$ cat config.mk
export PLATFORM = sky130hd
export DESIGN_NAME = uart_rx_flat
export DESIGN_NICKNAME = d
export VERILOG_FILES = /design/src/rtl/uart_pkg.sv /design/src/rtl/uart_rx_if.sv /design/src/rtl/uart_rx_sync.sv /design/src/rtl/uart_rx.sv /design/src/flat_wrapper.sv
export SDC_FILE = /design/constraint.sdc
export NUM_CORES = 1
export LEC_CHECK = 0
export CAP_MARGIN = 40
export CORE_ASPECT_RATIO = 1.1
export CORE_MARGIN = 3
export CORE_UTILIZATION = 56
export DETAILED_ROUTE_END_ITERATION = 16
export GPL_TIMING_DRIVEN = 0
export PLACE_DENSITY = 0.78
export SLEW_MARGIN = 20
export SYNTH_ARGS = -nofsm -noshare
export SYNTH_HDL_FRONTEND = slang
export SYNTH_HIERARCHICAL = 1
export SYNTH_SLANG_ARGS = --single-unit
$ cat constraint.sdc
create_clock -name i_clock -period 2.6 [get_ports i_clock]
set_input_delay 0.39 -clock i_clock [delete_from_list [all_inputs] [get_ports i_clock]]
set_output_delay 0.39 -clock i_clock [all_outputs]
set_load 0.03 [all_outputs]
$ cat src/rtl/uart_pkg.sv
// Shared UART definitions: receiver state encoding and oversampling tick constants.
// Also used by the transmitter and the baud-tick generator.
package uart_pkg;

    localparam int N_TICKS        = 16;
    localparam int MID_START_TICK = 7;
    localparam int LAST_TICK      = 15;

    // One-hot so each state decode is a single flop bit.
    typedef enum logic [4:0] {
        IDLE  = 5'b00001,
        START = 5'b00010,
        RECV  = 5'b00100,
        STOP  = 5'b01000,
        BREAK = 5'b10000
    } uart_rx_state_e;

    // Tick count at the middle of the last stop bit, measured from mid data bit.
    function automatic int stop_last_tick(input int nb_stop);
        return nb_stop * N_TICKS - 1;
    endfunction

endpackage

$ cat src/rtl/uart_rx_if.sv
// Serial-side and host-side signals of the UART receiver.
// master = receiver, slave = line driver / host that consumes received bytes.
interface uart_rx_if #(
    parameter int NB_DATA = 8
);

    logic               i_tick;
    logic               i_rx;
    logic [NB_DATA-1:0] o_data;
    logic               o_rx_done;
    logic               o_frame_error;
    logic               o_busy;

    modport master (
        input  i_tick,
        input  i_rx,
        output o_data,
        output o_rx_done,
        output o_frame_error,
        output o_busy
    );

    modport slave (
        output i_tick,
        output i_rx,
        input  o_data,
        input  o_rx_done,
        input  o_frame_error,
        input  o_busy
    );

endinterface

$ cat src/rtl/uart_rx_sync.sv
// Multi-flop synchronizer for the asynchronous serial line.
// Resets to all ones so an idle-high line never looks like a start bit.
module uart_rx_sync #(
    parameter int NB_SYNC = 2
) (
    input  logic i_clock,
    input  logic i_reset,
    input  logic i_async,
    output logic o_sync
);

    logic [NB_SYNC-1:0] sync_q;
    logic [NB_SYNC-1:0] sync_d;

    always_comb begin
        sync_d = {sync_q[NB_SYNC-2:0], i_async};
    end

    // NOTE: non-blocking assignment so every stage takes its neighbour's old value in the same edge.
    always_ff @(posedge i_clock) begin
        if (i_reset) begin
            sync_q <= '1;
        end else begin
            sync_q <= sync_d;
        end
    end

    assign o_sync = sync_q[NB_SYNC-1];

endmodule

$ cat src/rtl/uart_rx.sv
// UART receiver with 16x oversampling: mid-bit start validation, LSB-first data capture,
// stop-bit check, one-cycle done / framing-error pulses.
module uart_rx
    import uart_pkg::*;
#(
    parameter int NB_DATA         = 8,
    parameter int NB_STOP         = 1,
    parameter int BAUD_RATE       = 9600,
    parameter int SYS_CLOCK       = 100000000,
    parameter int NB_TICK_COUNTER = $clog2(NB_STOP * 16),
    parameter int NB_DATA_COUNTER = $clog2(NB_DATA) + 1
) (
    input  logic     i_clock,
    input  logic     i_reset,
    uart_rx_if.master bus
);

    localparam logic [NB_TICK_COUNTER-1:0] MID_TICK   = NB_TICK_COUNTER'(MID_START_TICK);
    localparam logic [NB_TICK_COUNTER-1:0] BIT_TICK   = NB_TICK_COUNTER'(LAST_TICK);
    localparam logic [NB_TICK_COUNTER-1:0] STOP_TICK  = NB_TICK_COUNTER'(stop_last_tick(NB_STOP));
    localparam logic [NB_TICK_COUNTER-1:0] TICK_ONE   = NB_TICK_COUNTER'(1);
    localparam logic [NB_DATA_COUNTER-1:0] LAST_BIT   = NB_DATA_COUNTER'(NB_DATA - 1);
    localparam logic [NB_DATA_COUNTER-1:0] BIT_ONE    = NB_DATA_COUNTER'(1);

    generate
        if (NB_STOP != 1 && NB_STOP != 2) begin : g_bad_stop
            $error("uart_rx: NB_STOP must be 1 or 2");
        end
        if (NB_DATA < 2) begin : g_bad_data
            $error("uart_rx: NB_DATA must be at least 2");
        end
        if ((2 ** NB_TICK_COUNTER) < NB_STOP * N_TICKS) begin : g_bad_tick_width
            $error("uart_rx: NB_TICK_COUNTER too narrow for the stop interval");
        end
        if (SYS_CLOCK < BAUD_RATE * N_TICKS) begin : g_bad_clock
            $error("uart_rx: system clock too slow for 16x oversampling at BAUD_RATE");
        end
    endgenerate

    logic rx_s;

    uart_rx_sync #(
        .NB_SYNC (2)
    ) u_sync (
        .i_clock (i_clock),
        .i_reset (i_reset),
        .i_async (bus.i_rx),
        .o_sync  (rx_s)
    );

    uart_rx_state_e              state_q,       state_d;
    logic [NB_TICK_COUNTER-1:0]  tick_cnt_q,    tick_cnt_d;
    logic [NB_DATA_COUNTER-1:0]  bit_cnt_q,     bit_cnt_d;
    logic [NB_DATA-1:0]          shift_q,       shift_d;
    logic [NB_DATA-1:0]          data_q,        data_d;
    logic                        rx_done_q,     rx_done_d;
    logic                        frame_error_q, frame_error_d;

    always_comb begin
        // NOTE: every signal gets a default first so no path leaves one unassigned (no latches).
        state_d       = state_q;
        tick_cnt_d    = tick_cnt_q;
        bit_cnt_d     = bit_cnt_q;
        shift_d       = shift_q;
        data_d        = data_q;
        rx_done_d     = 1'b0;
        frame_error_d = 1'b0;

        case (state_q)
            IDLE: begin
                if (!rx_s) begin
                    state_d    = START;
                    tick_cnt_d = '0;
                end
            end

            START: begin
                if (bus.i_tick) begin
                    if (tick_cnt_q == MID_TICK) begin
                        tick_cnt_d = '0;
                        if (!rx_s) begin
                            state_d   = RECV;
                            bit_cnt_d = '0;
                        end else begin
                            state_d = IDLE;
                        end
                    end else begin
                        tick_cnt_d = tick_cnt_q + TICK_ONE;
                    end
                end
            end

            RECV: begin
                if (bus.i_tick) begin
                    if (tick_cnt_q == BIT_TICK) begin
                        tick_cnt_d = '0;
                        shift_d    = {rx_s, shift_q[NB_DATA-1:1]};
                        bit_cnt_d  = bit_cnt_q + BIT_ONE;
                        if (bit_cnt_q == LAST_BIT) begin
                            state_d = STOP;
                        end
                    end else begin
                        tick_cnt_d = tick_cnt_q + TICK_ONE;
                    end
                end
            end

            STOP: begin
                // Sample lands at the middle of the last stop bit.
                if (bus.i_tick) begin
                    if (tick_cnt_q == STOP_TICK) begin
                        tick_cnt_d = '0;
                        if (rx_s) begin
                            data_d    = shift_q;
                            rx_done_d = 1'b1;
                            state_d   = IDLE;
                        end else begin
                            frame_error_d = 1'b1;
                            state_d       = BREAK;
                        end
                    end else begin
                        tick_cnt_d = tick_cnt_q + TICK_ONE;
                    end
                end
            end

            BREAK: begin
                // A line held low must return high before a new start bit counts.
                if (rx_s) begin
                    state_d    = IDLE;
                    tick_cnt_d = '0;
                end
            end

            default: begin
                state_d    = IDLE;
                tick_cnt_d = '0;
                bit_cnt_d  = '0;
            end
        endcase
    end

    always_ff @(posedge i_clock) begin
        if (i_reset) begin
            state_q       <= IDLE;
            tick_cnt_q    <= '0;
            bit_cnt_q     <= '0;
            shift_q       <= '0;
            data_q        <= '0;
            rx_done_q     <= 1'b0;
            frame_error_q <= 1'b0;
        end else begin
            state_q       <= state_d;
            tick_cnt_q    <= tick_cnt_d;
            bit_cnt_q     <= bit_cnt_d;
            shift_q       <= shift_d;
            data_q        <= data_d;
            rx_done_q     <= rx_done_d;
            frame_error_q <= frame_error_d;
        end
    end

    assign bus.o_data        = data_q;
    assign bus.o_rx_done     = rx_done_q;
    assign bus.o_frame_error = frame_error_q;
    assign bus.o_busy        = (state_q != IDLE);

endmodule
$ cat src/flat_wrapper.sv
// flat-port wrapper written by rule: the top's interface ports become plain ports
module uart_rx_flat import uart_pkg::*;
#(
    parameter int NB_DATA         = 8,
    parameter int NB_STOP         = 1,
    parameter int BAUD_RATE       = 9600,
    parameter int SYS_CLOCK       = 100000000,
    parameter int NB_TICK_COUNTER = $clog2(NB_STOP * 16),
    parameter int NB_DATA_COUNTER = $clog2(NB_DATA) + 1
)
  (i_clock, i_reset, bus_i_tick, bus_i_rx, bus_o_data, bus_o_rx_done, bus_o_frame_error, bus_o_busy);
  uart_rx_if #(.NB_DATA(NB_DATA)) bus_i ();
  input  logic i_clock;
  input  logic i_reset;
  input wire logic [$bits(bus_i.i_tick)-1:0] bus_i_tick;
  input wire logic [$bits(bus_i.i_rx)-1:0] bus_i_rx;
  output wire logic [$bits(bus_i.o_data)-1:0] bus_o_data;
  output wire logic [$bits(bus_i.o_rx_done)-1:0] bus_o_rx_done;
  output wire logic [$bits(bus_i.o_frame_error)-1:0] bus_o_frame_error;
  output wire logic [$bits(bus_i.o_busy)-1:0] bus_o_busy;
  assign bus_i.i_tick = bus_i_tick;
  assign bus_i.i_rx = bus_i_rx;
  assign bus_o_data = bus_i.o_data;
  assign bus_o_rx_done = bus_i.o_rx_done;
  assign bus_o_frame_error = bus_i.o_frame_error;
  assign bus_o_busy = bus_i.o_busy;
  uart_rx #(.NB_DATA(NB_DATA), .NB_STOP(NB_STOP), .BAUD_RATE(BAUD_RATE), .SYS_CLOCK(SYS_CLOCK), .NB_TICK_COUNTER(NB_TICK_COUNTER), .NB_DATA_COUNTER(NB_DATA_COUNTER)) u_core (.i_clock(i_clock), .i_reset(i_reset), .bus(bus_i));
endmodule
# Yosys cells after proc, flatten, opt, wreduce, memory -nomap -nowiden
# Index checks and enable logic that the tools add are counted.
dict set report totals {
  regBits 33
  mem_bits_ro 0
  latchBits 0
  ram_bits 0
  mem_count 0
  wordCells 68
  output_inout_bits 11
  in_bits 4
}
dict set report op_classes {
  n_lt_le_gt_ge 0
  n_mul 0
  n_div 0
  shift 0
  addsub 2
  eq_ne 20
  reduce_logical 8
  bitwise_logic 4
  muxes 26
}
# operator count
set op_table {}
lappend op_table {{$mux 5} 10}
lappend op_table {{$mux 4} 10}
lappend op_table {{$pmux 5 s5} 1}
lappend op_table {{$pmux 4 s4} 1}
lappend op_table {{$ne 2x2->1 const B} 6}
lappend op_table {{$pmux 4 s3} 1}
lappend op_table {{$ne 2x1->1 const B} 5}
lappend op_table {{$reduce_and 9->1} 1}
lappend op_table {{$add 4x1->4 const B} 2}
lappend op_table {{$eq 4x3->1 const B} 2}
lappend op_table {{$reduce_and 4->1} 2}
lappend op_table {{$reduce_and 6->1} 1}
lappend op_table {{$eq 5x1->1 const B} 1}
lappend op_table {{$eq 5x2->1 const B} 1}
lappend op_table {{$eq 5x3->1 const B} 1}
lappend op_table {{$eq 5x4->1 const B} 1}
lappend op_table {{$eq 5x5->1 const B} 1}
lappend op_table {{$ne 5x1->1 const B} 1}
lappend op_table {{$eq 4x4->1 const B} 1}
lappend op_table {{$not 1->1} 4}
lappend op_table {{$reduce_or 4->1} 1}
lappend op_table {{$mux 3} 1}
lappend op_table {{$reduce_and 3->1} 1}
lappend op_table {{$reduce_or 3->1} 1}
lappend op_table {{2 further kinds} 3}

# Logic depth before layout (Yosys ltp)
dict set report depth {
  ltp_word 5
  depth_mapped 7
  depth_no_buf 6
}

# Cells and area by module
# The synthesis kept the hierarchy.
# mod seq_area_each_um2 instances area_each_um2 cells_each
set by_module_without_submodules {}
lappend by_module_without_submodules {uart_rx 620.6 1 1582.8 190}
lappend by_module_without_submodules {uart_rx_sync 40.0 1 52.6 4}

# Worst setup path before layout
# Ideal clock, no wire load.
dict set report synth_path {
  path_type {reg2reg}
  from {register u_core.state_q[2]}
  to {register u_core.state_q[0]}
  arrival_ns 1.720
  path_stages_with_launch 7
  path_slack_ns 0.759
  path_cell_list {dfxtp_1 > buf_6 > or4b_4 > or2_4 > o211ai_2 > a21boi_2 > a221o_1}
}
dict set report synth_via {
  elab_chain_len 3
}
# element line
set synth_lines {}
lappend synth_lines {{start, declared} uart_rx.sv:51} ;# uart_rx_state_e state_q, state_d;
lappend synth_lines {{start signal, assigned} uart_rx.sv:153} ;# state_q <= state_d;
lappend synth_lines {{$eq 5x4->1 (tied with other cells)} uart_rx.sv:69} ;# case (state_q)
lappend synth_lines {{$ne 2x1->1 (no source line) / $ne 2x2->1 (equally long branches)} --}
lappend synth_lines {{$reduce_and 9->1 (no source line)} --}
# Several ways; a longest one is shown, not always the timed one.
# A chain may end at the register's enable or synchronous reset.

# Worst setup path after layout
dict set report layout_path {
  from {register u_core.state_q[0]}
  to {output bus_o_busy}
}
dict set report layout_via {
  elab_chain_len 1
}
# element line
set layout_lines {}
lappend layout_lines {{$ne 5x1->1} uart_rx.sv:166} ;# assign bus.o_busy = (state_q != IDLE);
lappend layout_lines {{end, declared} flat_wrapper.sv:20} ;# output wire logic [$bits(bus_i.o_busy)-1:0] bus_o_busy;
# Every way passes these cells.

==> impl_metrics.env <==
export IMPL_grt_overflow=0
export IMPL_cp_max_fo=10
export IMPL_first_iter_violations=87
export IMPL_ant_nets=0
export IMPL_viasPerCell=6.02
export IMPL_path_clk_slew_ns=0.10
export IMPL_grt_pass1_vias=1409
export IMPL_grt_start_max_net_pins=11
export IMPL_grt_pass1_wl_um=6330
export IMPL_vias=1482
export IMPL_drive_above_1_share=0.107
export IMPL_syn_inst=194
export IMPL_finalWorstSetupSlack_ns=0.280
export IMPL_irDropWorstVdd_mv=0.416
export IMPL_synth_cell_types=50
export IMPL_cts_tree="done"
export IMPL_cp_end_kind="primary output"
export IMPL_layout_nets=221
export IMPL_drc=0
export IMPL_dp_slack_ns=0.284
export IMPL_synth_seq_cells=33
export IMPL_maxCapViolations=0
export IMPL_area_growth_pct=14.3
export IMPL_rows=19
export IMPL_leakagePower_nw=0.699
export IMPL_synthArstFlopShare=0
export IMPL_clock_sinks=33
export IMPL_maxSlewHeadroom=0.638
export IMPL_min_period_over_period=0.892
export IMPL_cts_path_max_buffers=2
export IMPL_pin_count=15
export IMPL_seq_area_frac_synth=0.404
export IMPL_syn_nets=200
export IMPL_clk_latency_ns=0.32
export IMPL_critPathKind="flip-flop to primary output"
export IMPL_syn_avg_cell_area_um2=8.43
export IMPL_mostFrequentLayoutCell="dfxtp_1"
export IMPL_powerDensity_mw_per_mm2=460
export IMPL_die_area_mm2=0.00361
export IMPL_globalplace_congestion=0.955
export IMPL_start_kind="flip-flop"
export IMPL_cts_setup_buffers=0
export IMPL_holdBufCountCts=0
export IMPL_fp_dieW_um=57.5
export IMPL_dr_pass1_iters=4
export IMPL_wirelength_um=3490
export IMPL_syn_area_mm2=0.00164
export IMPL_min_period_ns=2.32
export IMPL_worstPathRequired_ns=2.21
export IMPL_hold_viol_final=0
export IMPL_fillCellCount=215
export IMPL_numCtsBuffers=5
export IMPL_diodes=0
export IMPL_start_util=0.620
export IMPL_antenna_found_initial=0
export IMPL_rsz0062_at_grt="false"
export IMPL_wl_per_cell_um=14.2
export IMPL_dp_hpwl_um=2570
export IMPL_die_h_um=62.7
export IMPL_core_mm2=0.00264
export IMPL_finalSetupViolations=0
export IMPL_synthFlopType="dfxtp_1"
export IMPL_io_buffer_count=14
export IMPL_cp_arrival_ns=1.93
export IMPL_synth_top_cell_area_share=0.404
export IMPL_ys_top_cells_by_area="dfxtp_1, nand2_1, mux2i_1"
export IMPL_slew_violations=0
export IMPL_cts_resized=0
export IMPL_fmax_ghz=0.431
export IMPL_yosysTopAreaCell="dfxtp_1"
export IMPL_yosys_warnings=6
export IMPL_clockRootBuffer="clkbuf_4"
export IMPL_htreeDepth=2
export IMPL_hp_class="flip-flop to flip-flop"
export IMPL_tightestPinTransition_ns=0.537
export IMPL_fin_tns_setup_ns=0
export IMPL_synth_edf_count=0
export IMPL_outcome="complete, no violations"
export IMPL_track_usage=0.214
export IMPL_finalClockSkew_ns=0.0140
export IMPL_layout_common_cells="dfxtp_1, nand2_1, nor2_1"
## cells in the mapped netlist (all sizes together), types with 3 or more instances
master / instances
dfxtp: 33
nand2: 27
nor2: 24
a21oi: 14
mux2i: 10
buf: 7
nor3: 7
clkbuf: 6
nand2b: 5
nand3: 5
inv: 4
nand4: 4
o211ai: 4
or2: 4
a31oi: 3
nand3b: 3
nor4: 3
o21ai: 3
o32ai: 3
## flip-flops by register name (all words and copies together), names as in the netlist
register                  cells
u_core/bus.o_data             8
u_core/bus.o_frame_error      1
u_core/tick_cnt_q             4
u_core/state_q                5
u_core/u_sync/sync_q          2
u_core/shift_q                8
u_core/bus.o_rx_done          1
u_core/bit_cnt_q              4
## logic make-up (layout without fill, tap and decap cells)
| family | after synthesis | after routing | share of synthesized area |
|---|---|---|---|
| muxes | 10 | 10 | 0.0612 |
| AOI/OAI and AO/OA | 39 | 39 | 0.167 |
| and+or+nand+nor | 90 | 90 | 0.284 |
| DFF | 33 | 33 | 0.404 |
| xor gates and xnor gates | 3 | 3 | 0.0161 |
| adders and majority gates | 2 | 2 | 0.0153 |
| buffers and inverters | 17 | 38 | 0.0528 |
## per-stage QoR
step | area (um^2) | hold WS [ns] | util | std cells | total power, W
floorplan | 1640 | 0.383 | - | 194 | 0.000567
finish | 1870 | 0.426 | 0.708 | 246 | 0.000860
global route | 1870 | 0.455 | 0.708 | 246 | 0.000901
CTS | 1870 | 0.431 | 0.708 | 246 | 0.000868
detailed placement | 1810 | 0.419 | 0.688 | 239 | 0.000586
global placement | 1810 | 0.394 | 0.688 | 239 | 0.000585
## layer usage
| layer | part of all wire | global-route usage | vias up |
|---|---|---|---|
| met2 | 0.47 | 0.339 | 64 |
| met5 | 0 | 0 | - |
| met3 | 0.078 | 0.0517 | 12 |
| li1 | - | - | 731 |
| met4 | 0.026 | 0.0841 | 0 |
| met1 | 0.43 | 0.277 | 675 |
## worst max-delay path, stage by stage, from the launching register on
cell and delay, ns:
dfxtp_1 0.41, buf_1 0.39, nand3b_1 0.19, clkdlybuf4s50_1 0.63
## power breakdown
group	switching [W]	internal [W]	total [W]	leakage, nW
Sequential	0.00000275	0.000508	0.000511	0.266
Combinational	0.0000410	0.0000242	0.0000652	0.401
Clock	0.000156	0.000128	0.000283	0.0314
## worst paths after layout
check | from | endpoint | slack [ns] | cells past startpoint
min | u_core/u_sync/sync_q[0] | u_core/u_sync/sync_q[1] | 0.43 | 1
max reg2reg | u_core/state_q[0] | u_core/state_q[0] | 0.54 | 6
min reg2reg | u_core/u_sync/sync_q[0] | u_core/u_sync/sync_q[1] | 0.43 | 1
max | u_core/state_q[0] | bus_o_busy | 0.28 | 3
## cell type report
type	instances	area [um^2]	area share
plain buffers	13	71.3	0.0382
clock buffers	7	55.1	0.0295
inverters	4	15.0	0.00803
multi-input cells	144	888	0.475
flip-flops and latches	33	661	0.353
well taps	31	38.8	0.0207
repair buffers	14	140	0.0750
Note: power is estimated with default switching activity, not from simulation.
